<file path="config.mk">
export PLATFORM = sky130hd
export DESIGN_NAME = board_input_decoder
export DESIGN_NICKNAME = d
export VERILOG_FILES = /design/src/rtl/board_input_decoder.sv
export SDC_FILE = /design/constraint.sdc
export NUM_CORES = 1
export LEC_CHECK = 0
export ABC_AREA = 1
export CAP_MARGIN = 20
export CORE_MARGIN = 2
export CORE_UTILIZATION = 32
export CTS_BUF_LIST = sky130_fd_sc_hd__clkbuf_8
export DETAILED_ROUTE_END_ITERATION = 12
export MAX_ROUTING_LAYER = met4
export SKIP_LAST_GASP = 1
export SLEW_MARGIN = 30
export SYNTH_ARGS = -nofsm -noshare
export SYNTH_HDL_FRONTEND = slang
export SYNTH_SLANG_ARGS = --single-unit
</file>
<file path="constraint.sdc">
create_clock -name CCLK -period 2.16 [get_ports CCLK]
set_clock_uncertainty 0.15 [all_clocks]
set_input_delay 0.432 -clock CCLK [delete_from_list [all_inputs] [get_ports CCLK]]
set_output_delay 0.432 -clock CCLK [all_outputs]
set_load 0.01 [all_outputs]
</file>
<file path="src/rtl/board_input_decoder.sv">
// Board input front end: synchronizes switches, debounces five push buttons and
// decodes the rotary encoder into detent pulses and a position (macro ROTARY_DECODE_EN).
module board_input_decoder #(
    parameter int DEBOUNCE_CYCLES = 16
) (
    input  logic       CCLK,
    input  logic       rst,
    input  logic [3:0] SW,
    input  logic       BTNN,
    input  logic       BTNE,
    input  logic       BTNS,
    input  logic       BTNW,
    input  logic       ROTCTR,
    input  logic       ROTA,
    input  logic       ROTB,
    output logic [3:0] sw_sync,
    output logic [4:0] btn_level,
    output logic [4:0] btn_press,
    output logic [4:0] btn_release,
    output logic       rot_right,
    output logic       rot_left,
    output logic [7:0] rot_pos
);

    localparam int         NBTN     = 5;
    localparam logic [15:0] CNT_LAST = 16'(DEBOUNCE_CYCLES - 1);

    logic [NBTN-1:0] btn_raw;
    logic [3:0]      sw_p0;
    logic [NBTN-1:0] btn_p0;
    logic [NBTN-1:0] btn_p1;
    logic [15:0]     cnt [NBTN];

    assign btn_raw = {ROTCTR, BTNW, BTNS, BTNE, BTNN};

    // Stage p0/p1: two-flop synchronizers; sw_sync is the second switch flop.
    always_ff @(posedge CCLK) begin
        if (rst) begin
            sw_p0   <= '0;
            sw_sync <= '0;
            btn_p0  <= '0;
            btn_p1  <= '0;
        end else begin
            sw_p0   <= SW;
            sw_sync <= sw_p0;
            btn_p0  <= btn_raw;
            btn_p1  <= btn_p0;
        end
    end

    // Debounce stage: the level flips on the DEBOUNCE_CYCLES-th consecutive mismatch.
    always_ff @(posedge CCLK) begin
        if (rst) begin
            for (int i = 0; i < NBTN; i++) begin
                cnt[i] <= '0;
            end
            btn_level   <= '0;
            btn_press   <= '0;
            btn_release <= '0;
        end else begin
            for (int i = 0; i < NBTN; i++) begin
                btn_press[i]   <= 1'b0;
                btn_release[i] <= 1'b0;
                if (btn_p1[i] == btn_level[i]) begin
                    cnt[i] <= '0;
                end else if (cnt[i] == CNT_LAST) begin
                    cnt[i]         <= '0;
                    btn_level[i]   <= btn_p1[i];
                    btn_press[i]   <= btn_p1[i];
                    btn_release[i] <= ~btn_p1[i];
                end else begin
                    cnt[i] <= cnt[i] + 16'd1;
                end
            end
        end
    end

`ifdef ROTARY_DECODE_EN
    logic [1:0] rot_p0;
    logic [1:0] rot_p1;
    logic       q1;
    logic       q2;
    logic       q1_prev;
    logic       step_r;
    logic       step_l;

    // A detent is a fresh rise of q1; q2 remembers which mixed state led into it.
    assign step_r = q1 & ~q1_prev & ~q2;
    assign step_l = q1 & ~q1_prev &  q2;

    // Stage p0/p1: synchronize the quadrature pair as {A,B}.
    always_ff @(posedge CCLK) begin
        if (rst) begin
            rot_p0 <= '0;
            rot_p1 <= '0;
        end else begin
            rot_p0 <= {ROTA, ROTB};
            rot_p1 <= rot_p0;
        end
    end

    // Decode stage: q1/q2 state, rise detection, pulse and position update.
    always_ff @(posedge CCLK) begin
        if (rst) begin
            q1        <= 1'b0;
            q2        <= 1'b0;
            q1_prev   <= 1'b0;
            rot_right <= 1'b0;
            rot_left  <= 1'b0;
            rot_pos   <= '0;
        end else begin
            if (rot_p1 == 2'b11) begin
                q1 <= 1'b1;
            end else if (rot_p1 == 2'b00) begin
                q1 <= 1'b0;
            end
            if (rot_p1 == 2'b01) begin
                q2 <= 1'b1;
            end else if (rot_p1 == 2'b10) begin
                q2 <= 1'b0;
            end
            q1_prev   <= q1;
            rot_right <= step_r;
            rot_left  <= step_l;
            if (step_r) begin
                rot_pos <= rot_pos + 8'd1;
            end else if (step_l) begin
                rot_pos <= rot_pos - 8'd1;
            end
        end
    end
`else
    logic unused_rot;

    assign unused_rot = ROTA ^ ROTB;
    assign rot_right  = 1'b0;
    assign rot_left   = 1'b0;
    assign rot_pos    = 8'h00;
`endif

endmodule

</file>
-- Yosys cells after proc, flatten, opt, wreduce, memory -nomap -nowiden
Memory sizes are Yosys's and may differ from the RTL's.
Cells that the tools add are included.
- bits in registers: 33
- bits in writable memories: 80
- input port bits: 13
- output and inout bits: 29
- logic and storage cells: 147
- memories kept: 1
- add/subtract/negate cells: 5
- equality and inequality tests: 10
- muxes and demuxes: 72
- bitwise operators: 30
- reduce and logical (&&, ||, !) cells: 10
- memories (name ; words ; bits a word ; read ports ; clocked after memory_dff ; write ports ; line ; text):
    cnt ; 5 ; 16 ; 5 ; 0 ; 5 ; 32 ; logic [15:0] cnt [NBTN];
- operator list (cell ; count):
    $mux 16 ; 15
    $add 16x1->16 const B ; 5
    $eq 16x4->1 const B ; 5
    $mux 1 ; 57
    $not 1->1 ; 15
    $or 1x1->1 ; 15
    $reduce_or 3->1 ; 5
    $reduce_and 2->1 ; 5
    $eq 1x1->1 ; 5

-- Longest topological paths before layout
An unclocked memory read counts as a cell.
- depth in word-level cells: 8
- mapped depth: 8
- depth with buffers taken out: 8

-- Worst setup path before layout
No wires, ideal clock.
- kind: register to register
- from: mem cnt[3][0]
- to: mem cnt[3][7], data pin
- arrival time: 1.226 ns
- data required time: 1.755 ns
- path slack: 0.529 ns
- cell stages (with the launch flop): 8
- cell sequence: edfxtp_1 -> ha_1 -> nand4_2 -> nor2_2 -> nand2_2 -> nand2_4 -> buf_12 -> nor2_2
- RTL lines (element ; line):
    start: declaration ; 32

-- Final worst setup path
- from: reg btn_level[0]
- to: out btn_level[0]
- RTL lines (element ; line ; text):
    start: declaration ; 17 ; output logic [4:0] btn_level,
    start signal: indexed assignment ; 68 ; btn_level[i] <= btn_p1[i];
No word-level cell between the ends.

==> summary.md <==
| Metric | Value |
|---|---|
| Status | `complete, no violations` |
| Worst skew pair latency | `450 ps` |
| Critical path type | `flop to output port` |
| Initial antenna violation count | `0` |
| Met1 WL | `approximately 6000 um` |
| Drt total wl | `12,000 um` |
| Max FO, Critical Path | `4` |
| DR vias | `4,948` |
| DIE AREA | `20,500 sq um` |
| Largest net degree at the start of global routing | `17` |
| Setup Buffers After CTS | `0` |
| CTS max path bufs | `2` |
| DRT Pass-1 Iters | `5` |
| CTS tree | `built` |
| Setup TNS | `0 ps` |
| Initial Util | `0.329` |
| Placer congestion estimate | `0.846` |
| Hold_buf cts | `0` |
| DRC viols | `0` |
| Buf/Inv on CP | `1` |
| Layout Utilization | `0.398` |
| CP endpoint kind | `output port` |
| CP Launch Type | `flop` |
| Routed vias/inst | `4.17` |
| Min Tclk post-route | `about 2000 ps` |
| Final hold slack | `roughly 250 ps` |
| Die width | `~140 um` |
| Top cells by area, synth | `edfxtp_1 (39%), dfxtp_1 (11%), nand2_1 (10%)` |
| Seq/Total Area, Yosys | `0.493` |
| Antenna Cells | `0` |
| Layout cell share with drive strength beyond 1 | `0.0810` |
| Synth cell types | `32` |
| Fin. max-slew vios | `0` |
| FMAX | `0.492 GHz` |
| WP data required | `approximately 1600 ps` |
| Dpl cell area | `7090 sq um` |
| Post-Layout Inst Area | `7520 sq um` |
| Worst-path cell chain | `clkdlybuf4s50_1` |
| Share of Yosys cell area claimed by the top area cell type | `0.387` |
| Leakage power | `3.20 nW` |
| Clock-pin slew on the worst setup and hold paths | `around 70 ps` |
| # Max-Cap Violations | `0` |
| Pwr per Cell Area | `653 nW/um^2` |
| Drt wl/cell | `10.1 um` |
| Yosys Warn Count | `0` |
| Crit path max-delay family | `buffers and inverters` |
| RSZ-0062 raised after global routing | `no` |
| Final setup violation count | `0` |
| GR Util All Layers | `0.134` |
| Average size of a mapped cell | `between 7 and 8 sq um` |
| Top Ports | `42` |
| Hold crit path type | `flop to flop` |
| Final worst-path cycle share | `0.941` |
| 1st-iter DRT viols | `244` |
| Commonest non-fill, non-tap cell in the layout | `nand2_1` |
| Number of global-route vias before repair | `roughly 4.8k` |
| Most frequent cells in the layout | `nand2_1 (171), nor2_1 (146), inv_1 (123), conb_1 (90), edfxtp_1 (80)` |
| FF+latch count, synth | `roughly 110` |
| Cell count after synthesis | `~800` |
| Maximum vdd drop | `0.000484 V` |
| Setup ws final | `127 ps` |
| Cell Area, Synth | `between 6000 and 7000 sq um` |
| Layout area overhead | `21.0%` |
| Die height | `143 um` |
| Clk root buf | `clkbuf_8` |
| Fin nets | `931` |
| Delay of the slowest critical-path stage | `590 ps` |
| Hpwl dp | `8970 um` |
| IO buf count | `29` |
| Final hold viol count | `0` |
| Leading area contributor after synthesis | `edfxtp_1` |
| Overflow after GRT | `0` |
| Inserted Clock Buffers | `17` |
| First-pass GRT wire length | `between 20,000 and 25,000 um` |
| Post-cts sizing count | `0` |
| Slowest-stage cell, CP | `clkdlybuf4s50_1` |
| Met3 WL | `465 um` |
| Htree depth | `4` |
| Post-route ant nets | `0` |
| Rows | `50` |
| Arrival @ worst endpoint | `~1500 ps` |
| Clock sink total | `113` |
| Pre-CTS WS | `slightly above 50 ps` |
| Highest routing layer actually used | `met4` |
| Routed wl met2 | `5410 um` |
| CORE AREA | `approximately 19,000 sq um` |
## worst paths after layout
| check | startpoint | endpoint | slack [ps] | depth (start not counted) |
|---|---|---|---|---|
| min reg2reg | sw_p0[2] | sw_sync[2] | 250 | 2 |
| min | sw_p0[2] | sw_sync[2] | 250 | 2 |
| max | btn_level[0] | btn_level[0] | 130 | 1 |
| max reg2reg | cnt[0][0] | cnt[0][10] | 340 | 6 |
## metrics by stage
| stage | power (mW) | instances |
|---|---|---|
| floorplan | 2.72 | 874 |
| global placement | 2.79 | 1154 |
| detailed placement | 2.79 | 1154 |
| CTS | 4.96 | 1186 |
| global route | 5.11 | 1186 |
| finish | 4.90 | 1186 |
## routing by layer
metal	global-route usage	vias up
met4	0.0588	0
met3	0.0330	28
met1	0.166	2168
met2	0.211	83
li1	-	2669
met5	-	-
## synth_stat cells, drive strengths merged
library cell and count:
nand2 177, buf 16, nand3b 2, nor3 9
nor2 165, clkinv 1, o21ai 16, nor3b 1
xor2 14, nand4 24, clkbuf 1, a21oi 46
inv 124, ha 5, or2 2, xnor2 12
nand3 56, conb 2, edfxtp 80, dfxtp 33
## state kept, by name, summed over array words and instances, names as in the netlist
name	count
sw_p0	4
btn_p1	5
btn_p0	5
cnt	80
sw_sync	4
btn_level	5
btn_press	5
btn_release	5
## logic make-up after synthesis
kind of cell	after synthesis	synth area share
compound gates	62	0.0542
xor+xnor	26	0.0367
fa+ha+maj	5	0.0101
buf+inv	142	0.101
flops	113	0.493
other cells	2	0.00121
simple gates	436	0.304
## power breakdown
group          leakage [nW]  switching, mW  internal, mW
sequential             1.10         0.0788          2.40
clock                 0.217          0.923          1.24
combinational          1.89          0.169        0.0995
## final cells by class
cell class                      instances  area (sq um)
Clock inverter                         12           155
Timing Repair Buffer                   37           375
Tap cell                              260           325
Sequential cell                       113          3060
Inverter                              125           469
Clock buffer                           20           275
Multi-Input combinational cell        619          2850
Fill cell                            1999         11400
Power figures use the tool's default switching activity.
